$ cat config.mk
export PLATFORM = sky130hd
export DESIGN_NAME = legv8_instr_encoder
export DESIGN_NICKNAME = d
export VERILOG_FILES = /design/src/rtl/legv8_instr_encoder.sv
export SDC_FILE = /design/constraint.sdc
export NUM_CORES = 1
export LEC_CHECK = 0
export CAP_MARGIN = 20
export CELL_PAD_IN_SITES_DETAIL_PLACEMENT = 0
export CELL_PAD_IN_SITES_GLOBAL_PLACEMENT = 1
export CORE_ASPECT_RATIO = 1.25
export CORE_MARGIN = 5
export CORE_UTILIZATION = 45
export DETAILED_ROUTE_END_ITERATION = 10
export DONT_BUFFER_PORTS = 1
export GPL_TIMING_DRIVEN = 0
export PLACE_DENSITY_LB_ADDON = 0.3
export SLEW_MARGIN = 20
export SYNTH_ARGS = -nofsm -noshare
export SYNTH_HDL_FRONTEND = slang
export SYNTH_SLANG_ARGS = --single-unit
$ cat constraint.sdc
create_clock -name clk -period 2.33 [get_ports clk]
set_input_delay 0.3495 -clock clk [delete_from_list [all_inputs] [get_ports clk]]
set_output_delay 0.3495 -clock clk [all_outputs]
set_load 0.1 [all_outputs]
$ cat src/rtl/legv8_instr_encoder.sv
// legv8_instr_encoder
// Packs symbolic LEGv8 instruction requests (op select, register fields,
// immediate) into 32-bit machine words in R, I, D, CB or B format and writes
// them to instruction memory at consecutive word addresses, one word per
// accept/ack handshake pair.
//
// Build option: define ENC_NOP_PAD_EN to fill every address after an
// acknowledged HALT (up to MAX_ADDR) with 32'h00000000 before reporting done.
module legv8_instr_encoder #(
    parameter int ADDR_W    = 8,
    parameter int BASE_ADDR = 0,
    parameter int ADDR_STEP = 4,
    parameter int MAX_ADDR  = 252
) (
    input  logic              clk,
    input  logic              reset,
    input  logic              start,
    input  logic              in_valid,
    output logic              in_ready,
    input  logic [3:0]        op_sel,
    input  logic [4:0]        rd,
    input  logic [4:0]        rn,
    input  logic [4:0]        rm,
    input  logic [25:0]       imm,
    output logic              mem_we,
    input  logic              mem_ack,
    output logic [ADDR_W-1:0] mem_addr,
    output logic [31:0]       mem_wdata,
    output logic              err,
    output logic [7:0]        err_count,
    output logic              done,
    output logic              overflow
);

    typedef enum logic [3:0] {
        OP_LDUR = 4'd0,
        OP_STUR = 4'd1,
        OP_ADD  = 4'd2,
        OP_ADDI = 4'd3,
        OP_SUB  = 4'd4,
        OP_AND  = 4'd5,
        OP_ORR  = 4'd6,
        OP_CBZ  = 4'd7,
        OP_CBNZ = 4'd8,
        OP_B    = 4'd9,
        OP_HALT = 4'd10
    } op_e;

    typedef enum logic [2:0] {
        S_IDLE,
        S_ACCEPT,
        S_WRITE,
`ifdef ENC_NOP_PAD_EN
        S_PAD,
`endif
        S_DONE
    } state_e;

    localparam logic [10:0] OPC_LDUR = 11'b11111000010;
    localparam logic [10:0] OPC_STUR = 11'b11111000000;
    localparam logic [10:0] OPC_ADD  = 11'b10001011000;
    localparam logic [10:0] OPC_SUB  = 11'b11001011000;
    localparam logic [10:0] OPC_AND  = 11'b10001010000;
    localparam logic [10:0] OPC_ORR  = 11'b10101010000;
    localparam logic [9:0]  OPC_ADDI = 10'b1001000100;
    localparam logic [7:0]  OPC_CBZ  = 8'b10110100;
    localparam logic [7:0]  OPC_CBNZ = 8'b10110101;
    localparam logic [5:0]  OPC_B    = 6'b000101;
    localparam logic [31:0] HALT_WORD = {11'h7FF, 21'd0};

    localparam logic [ADDR_W-1:0] ADDR_BASE = ADDR_W'(BASE_ADDR);
    localparam logic [ADDR_W-1:0] ADDR_INC  = ADDR_W'(ADDR_STEP);
    localparam logic [ADDR_W-1:0] ADDR_LAST = ADDR_W'(MAX_ADDR);

    state_e            state_q, state_d;
    logic              in_ready_q, in_ready_d;
    logic              mem_we_q, mem_we_d;
    logic [ADDR_W-1:0] mem_addr_q, mem_addr_d;
    logic [31:0]       mem_wdata_q, mem_wdata_d;
    logic              err_q, err_d;
    logic [7:0]        err_count_q, err_count_d;
    logic              done_q, done_d;
    logic              overflow_q, overflow_d;
    logic              halt_q, halt_d;

    logic [31:0]       enc_word;
    logic              enc_legal;
    logic              enc_halt;

    // A signed immediate fits a narrower field when every bit above the
    // field's sign bit repeats that sign bit.
    logic d_fits, cb_fits, addi_fits;
    assign d_fits    = (imm[25:8]  == '0) || (imm[25:8]  == '1);
    assign cb_fits   = (imm[25:18] == '0) || (imm[25:18] == '1);
    assign addi_fits = (imm[25:12] == '0);

    // Encode the current request and decide whether it is legal.
    // NOTE: every variable written here gets a default first so no latch is inferred.
    always_comb begin
        enc_word  = '0;
        enc_legal = 1'b0;
        enc_halt  = 1'b0;
        case (op_sel)
            OP_LDUR: begin
                enc_word  = {OPC_LDUR, imm[8:0], 2'b00, rn, rd};
                enc_legal = d_fits;
            end
            OP_STUR: begin
                enc_word  = {OPC_STUR, imm[8:0], 2'b00, rn, rd};
                enc_legal = d_fits;
            end
            OP_ADD: begin
                enc_word  = {OPC_ADD, rm, 6'd0, rn, rd};
                enc_legal = 1'b1;
            end
            OP_ADDI: begin
                enc_word  = {OPC_ADDI, imm[11:0], rn, rd};
                enc_legal = addi_fits;
            end
            OP_SUB: begin
                enc_word  = {OPC_SUB, rm, 6'd0, rn, rd};
                enc_legal = 1'b1;
            end
            OP_AND: begin
                enc_word  = {OPC_AND, rm, 6'd0, rn, rd};
                enc_legal = 1'b1;
            end
            OP_ORR: begin
                enc_word  = {OPC_ORR, rm, 6'd0, rn, rd};
                enc_legal = 1'b1;
            end
            OP_CBZ: begin
                enc_word  = {OPC_CBZ, imm[18:0], rd};
                enc_legal = cb_fits;
            end
            OP_CBNZ: begin
                enc_word  = {OPC_CBNZ, imm[18:0], rd};
                enc_legal = cb_fits;
            end
            OP_B: begin
                enc_word  = {OPC_B, imm};
                enc_legal = 1'b1;
            end
            OP_HALT: begin
                enc_word  = HALT_WORD;
                enc_legal = 1'b1;
                enc_halt  = 1'b1;
            end
            default: begin
                enc_word  = '0;
                enc_legal = 1'b0;
            end
        endcase
    end

    // Next-state and next-output logic for the accept/write handshake.
    always_comb begin
        state_d     = state_q;
        mem_we_d    = mem_we_q;
        mem_addr_d  = mem_addr_q;
        mem_wdata_d = mem_wdata_q;
        err_d       = 1'b0;
        err_count_d = err_count_q;
        done_d      = done_q;
        overflow_d  = overflow_q;
        halt_d      = halt_q;

        case (state_q)
            S_IDLE, S_DONE: begin
                if (start) begin
                    state_d     = S_ACCEPT;
                    mem_addr_d  = ADDR_BASE;
                    done_d      = 1'b0;
                    overflow_d  = 1'b0;
                    err_count_d = '0;
                end
            end
            S_ACCEPT: begin
                if (in_valid && in_ready_q) begin
                    if (enc_legal) begin
                        mem_wdata_d = enc_word;
                        halt_d      = enc_halt;
                        mem_we_d    = 1'b1;
                        state_d     = S_WRITE;
                    end else begin
                        err_d = 1'b1;
                        if (err_count_q != 8'hFF) begin
                            err_count_d = err_count_q + 8'd1;
                        end
                    end
                end
            end
            S_WRITE: begin
                if (mem_ack) begin
                    mem_we_d = 1'b0;
                    if (halt_q) begin
`ifdef ENC_NOP_PAD_EN
                        if (mem_addr_q == ADDR_LAST) begin
                            done_d  = 1'b1;
                            state_d = S_DONE;
                        end else begin
                            mem_addr_d  = mem_addr_q + ADDR_INC;
                            mem_wdata_d = '0;
                            mem_we_d    = 1'b1;
                            state_d     = S_PAD;
                        end
`else
                        done_d  = 1'b1;
                        state_d = S_DONE;
`endif
                    end else if (mem_addr_q == ADDR_LAST) begin
                        overflow_d = 1'b1;
                        done_d     = 1'b1;
                        state_d    = S_DONE;
                    end else begin
                        mem_addr_d = mem_addr_q + ADDR_INC;
                        state_d    = S_ACCEPT;
                    end
                end
            end
`ifdef ENC_NOP_PAD_EN
            S_PAD: begin
                if (mem_ack) begin
                    if (mem_addr_q == ADDR_LAST) begin
                        mem_we_d = 1'b0;
                        done_d   = 1'b1;
                        state_d  = S_DONE;
                    end else begin
                        mem_addr_d = mem_addr_q + ADDR_INC;
                    end
                end
            end
`endif
            default: state_d = S_IDLE;
        endcase
    end

    // in_ready is registered so it is high exactly while the FSM sits in ACCEPT.
    assign in_ready_d = (state_d == S_ACCEPT);

    // State and output registers with synchronous reset.
    // NOTE: non-blocking assignments so every flop samples pre-edge values.
    always_ff @(posedge clk) begin
        if (reset) begin
            state_q     <= S_IDLE;
            in_ready_q  <= 1'b0;
            mem_we_q    <= 1'b0;
            mem_addr_q  <= ADDR_BASE;
            mem_wdata_q <= '0;
            err_q       <= 1'b0;
            err_count_q <= '0;
            done_q      <= 1'b0;
            overflow_q  <= 1'b0;
            halt_q      <= 1'b0;
        end else begin
            state_q     <= state_d;
            in_ready_q  <= in_ready_d;
            mem_we_q    <= mem_we_d;
            mem_addr_q  <= mem_addr_d;
            mem_wdata_q <= mem_wdata_d;
            err_q       <= err_d;
            err_count_q <= err_count_d;
            done_q      <= done_d;
            overflow_q  <= overflow_d;
            halt_q      <= halt_d;
        end
    end

    assign in_ready  = in_ready_q;
    assign mem_we    = mem_we_q;
    assign mem_addr  = mem_addr_q;
    assign mem_wdata = mem_wdata_q;
    assign err       = err_q;
    assign err_count = err_count_q;
    assign done      = done_q;
    assign overflow  = overflow_q;

endmodule

# ---- After elaboration in Yosys (flattened, before gate mapping)
# Cells that the tools add are included.
dict set report op_classes {
  n_addsub 2
  n_bitwise 2
  reduce_logical 22
  n_mux 32
  eq_ne 28
}
# operator n
set ops {}
lappend ops {{32-bit one-hot mux with 11 select lines} 1}
lappend ops {{8-bit 2-to-1 mux} 7}
lappend ops {{8-bit one-hot mux with 2 select lines} 2}
lappend ops {{18-bit == test, second input constant} 1}
lappend ops {{18-bit logical NOT} 1}
lappend ops {{2-bit inequality test, second input constant} 9}
lappend ops {{4-bit by 3-bit == test with 1-bit output, second input constant} 4}
lappend ops {{8-bit == test, second input constant} 2}
lappend ops {{5-bit AND reduction} 3}
lappend ops {{14-bit logical NOT} 1}
lappend ops {{4-bit == test, second input constant} 3}
lappend ops {{3-bit 2-to-1 mux} 4}
lappend ops {{1-bit 2-to-1 mux} 11}
lappend ops {{3-bit one-hot mux with 3 select lines} 1}
lappend ops {{8-bit by 1-bit adder with 8-bit output, second input constant} 1}
lappend ops {{8-bit by 3-bit adder with 8-bit output, second input constant} 1}
lappend ops {{4-bit by 2-bit == test with 1-bit output, second input constant} 2}
lappend ops {{8-bit logical NOT} 1}
lappend ops {{8-bit inequality test, second input constant} 1}
lappend ops {{4-bit AND reduction} 2}
lappend ops {{3-bit by 1-bit == test with 1-bit output, second input constant} 2}
lappend ops {{3-bit by 2-bit == test with 1-bit output, second input constant} 2}
lappend ops {{1-bit one-hot mux with 2 select lines} 3}
lappend ops {{2-bit nonzero test} 3}
lappend ops {{other kinds (13)} 18}
dict set report totals {
  elab_cells 96
  output_inout_bits 53
  register_bits 57
}

# ---- Logic depth before layout (Yosys ltp)
dict set report depth {
  word_depth 7
  depth_mapped 10
  depth_no_buf 7
}

# ---- Least setup slack after synthesis
# No wires, ideal clock.
dict set report synth_timing {
  kind {register -> register}
  start {reg err_count_q[0] (netlist: err_count[0])}
  end {reg err_count_q[3] (netlist: err_count[3])}
  setup_time_ns 0.123
  synth_period_minus_slack_ns 2.537
  stages_incl_launch_ff 8
  path_slack_ns -0.207
  arrival_ns 2.413
  cell_sequence {dfxtp_1 -> ha_1 -> nand3_1 -> nor2_1 -> and3_1 -> clkbuf_1 -> nor4_1 -> mux2_1}
}
dict set report synth_via {
  elab_chain_cells 5
  word_cells_on_any_way 8
  classes_between {add/sub: 1; eq/ne: 2; mux: 4; reduce/logical: 1}
}
# element line
set synth_lines {}
lappend synth_lines {{start, declared} 81} ;# logic [7:0] err_count_q, err_count_d;
lappend synth_lines {{start signal, assigned} 262} ;# err_count_q <= err_count_d;
lappend synth_lines {{8-bit by 1-bit adder with 8-bit output} 188} ;# err_count_d = err_count_q + 8'd1;
lappend synth_lines {{8-bit 2-to-1 mux} 187} ;# if (err_count_q != 8'hFF) begin
lappend synth_lines {{8-bit 2-to-1 mux} 180} ;# if (enc_legal) begin
lappend synth_lines {{8-bit 2-to-1 mux} 179} ;# if (in_valid && in_ready_q) begin
lappend synth_lines {{8-bit one-hot mux with 2 select lines} 168} ;# case (state_q)
# Several ways; a longest one is shown, not always the timed one. The select of a mux whose other input is x is not followed.
# A chain may end at the register's enable or synchronous reset.

# ---- Final worst setup path
dict set report layout_timing {
  start {reg mem_addr_q[3] (netlist: mem_addr[3])}
  end {reg mem_addr_q[7] (netlist: mem_addr[7])}
}
dict set report layout_via {
  elab_chain_cells 5
  word_cells_on_any_way 8
  classes_between {add/sub: 1; eq/ne: 2; mux: 4; reduce/logical: 1}
}
# element line
set layout_lines {}
lappend layout_lines {{start, declared} 78} ;# logic [ADDR_W-1:0] mem_addr_q, mem_addr_d;
lappend layout_lines {{start signal, assigned} 259} ;# mem_addr_q <= mem_addr_d;
lappend layout_lines {{8-bit by 3-bit adder with 8-bit output} 216} ;# mem_addr_d = mem_addr_q + ADDR_INC;
lappend layout_lines {{8-bit 2-to-1 mux} 211} ;# end else if (mem_addr_q == ADDR_LAST) begin
lappend layout_lines {{8-bit 2-to-1 mux} 196} ;# if (halt_q) begin
lappend layout_lines {{8-bit 2-to-1 mux} 194} ;# if (mem_ack) begin
lappend layout_lines {{8-bit one-hot mux with 2 select lines} 168}
# Several ways; a longest one is shown, not always the timed one. The select of a mux whose other input is x is not followed.

==> metrics.csv <==
metric,value,unit
whs,277.3,ps
io_pins,103,
crit_fanout,6,
dp.cells,458,
clock_tree.buffer_depth,2,
final_area,3298,µm²
cts_max_level,2,
postCtsSetupBuffers,0,
dpl.hpwl,7295,µm
drive_gt1_share,14.78,%
path_class,reg2reg,
num_rows,33,
synth_flop_cell,dfxtp_1,
synth_area,3058,µm²
wl_per_cell,19.93,µm
max_cap_violations,0,
synth.area.top_cells,"dfxtp_1 (36%), nor2_1 (7.0%), a211oi_2 (4.1%)",
die_area,8554,µm²
ctsResizeCount,10,
fin_util,49.92,%
grt_setup_unrepaired,no,
synth_top_area_cell,dfxtp_1,
vias_per_cell,6.479,
drtIter0Drc,177,
drtPass1Iterations,6,
grt_pass1_vias,2908,
yosysSeqAreaShare,36.01,%
final.min_clock_period,2216,ps
grt_pass1_wl,14700,µm
die_h,102.2,µm
routed_wl,9287,µm
clock_latency,310,ps
arrival,2420,ps
synth.distinct_cells,56,
holdBufCountCts,0,
cts_buffers,5,
hold_viol,0,
die_w,83.73,µm
worstMarginPinSlew,1062,ps
drv_slew,0,
synthCells,369,
power.leakage,1.077,nW
fin_total_pwr,1.733,mW
fmax,0.4512,GHz
peakVddDrop,0.0002174,V
placed_cell_area,3181,µm²
grt_overflow,0,
critical_path_required,2530,ps
nets,430,
run_status,"complete, no violations",
postSynthAreaPerCell,8.287,µm²
final.setup_skew,9.525,ps
yosys.area.top_type_share,36.01,%
core,6606,µm²
cts_sinks,55,
place_congestion,0.9004,
cts_root_buf,clkbuf_8,
post-route-period-util,95.12,%
syn2layout_area_growth,7.856,%
setup_viol_count_final,0,
max_slew_margin,29.09,%
track_usage,21.31,%
drt_drc_violations_left,0,
ys_ff_latch,55,
initial_utilization,46.29,%
hold_path_class,in2reg,
tritoncts,yes,
power_density,525.4,nW/µm²
drtAntennaViolNets,0,
dr_total_vias,3019,
layout.cells.non_filler,466,
grt_max_degree,17,
synth_edf_count,0,
io_buffers,0,
yosysWarnings,0,
clk_pin_slew,100,ps
start_kind,flop,
end_kind,flop,
antenna-diode-count,0,
antenna_found_initial,0,
synth-async-reset-ratio,0,%
metrics by stage:
step | worst slack, ps | TNS [ps]
finish | 113.6 | 0
global placement | -275.6 | -1573
floorplan | -17.45 | -17.45
CTS | 51.37 | 0
global route | 0.04641 | 0
detailed placement | -266.3 | -1961
registers in the layout, summed over array words and instances (netlist names):
register	cells
halt_q	1
err	1
done	1
in_ready	1
mem_wdata	32
err_count	8
overflow	1
mem_we	1
mem_addr	6
state_q	3
cells by family after synthesis:
group / after synthesis / synth area share (%)
adder cells (fa/ha/maj): 2 / 0.8182
AO/OA/AOI/OAI: 118 / 30.32
XOR/XNOR: 6 / 1.718
multiplexers: 4 / 1.350
AND/OR/NAND/NOR: 146 / 23.90
other: 1 / 0.1226
buffers and inverters: 37 / 5.769
flip-flops: 55 / 36.01
report_power, final:
group | internal, mW | leakage [nW] | switching (mW)
Combinational | 0.0717 | 0.585 | 0.141
Sequential | 0.945 | 0.451 | 0.0566
Clock | 0.211 | 0.0412 | 0.307
final timing paths:
| path | cells past startpoint | slack (ps) | from | to |
|---|---|---|---|---|
| min | 3 | 280 | mem_ack | mem_we |
| max reg2reg | 7 | 110 | mem_addr[3] | mem_addr[7] |
| min reg2reg | 2 | 580 | halt_q | halt_q |
| max | 7 | 110 | mem_addr[3] | mem_addr[7] |
worst max-delay path, cell delays in order, from the launching register on:
cell	delay, ps
dfxtp_2	690
ha_1	270
and3_1	210
a31oi_1	140
o31a_1	410
nand4_1	150
xor2_1	170
nor2_1	60
layer usage:
layer  up-vias  global-route usage (%)  routed length, µm  part of all wire, %
met5         -                       0                  0                    0
met4         0                   7.178                146                  1.6
met3        12                   8.226               1016                   11
met2       141                   39.93               4800                   52
met1      1437                   21.79               3323                   36
li1       1429                       -                  -                    -
final cells by class:
type,instances,area [µm²]
inverter,8,30.03
fill,686,3308
multi-input combinational,279,1799
buffer,29,148.9
tap,87,108.9
sequential,55,1126
clock buffer,6,72.57
clock inverter,2,12.51
layout by cell type (no fill, tap or decap), types with 8 or more instances in the layout:
cell type  netlist  layout
nor2_1          57      57
dfxtp_1         55      43
nand2_1         19      19
a21oi_1         18      18
a22oi_1         16      16
a211oi_1        16      16
clkbuf_1        16      15
nand3_1         14      14
a221oi_1        13      13
and3_1          11      11
nor3_1          11      10
a211oi_2        10      10
o21ai_0         10      10
dfxtp_2          0       8
cell usage after synthesis, types with 2 or more instances:
master / number
nand2_1: 19
xor2_1: 4
a22oi_1: 16
inv_1: 6
nand2b_1: 2
a221oi_1: 13
nor3_2: 5
mux2i_1: 3
nor3_1: 11
dfxtp_1: 55
nor2_1: 57
buf_2: 6
a222oi_1: 6
a211oi_2: 10
a21boi_0: 2
nand4_1: 7
a31oi_1: 4
a31oi_2: 2
o21ai_0: 10
clkbuf_1: 16
o311ai_0: 2
buf_4: 6
o41ai_1: 2
or3_1: 3
a221o_1: 2
nor4_1: 7
a21oi_1: 18
nand3_1: 14
o211ai_1: 3
a211oi_1: 16
ha_1: 2
xnor2_1: 2
o2111ai_1: 2
a22o_1: 4
and3_1: 11
Note: power is estimated with default switching activity, not from simulation.
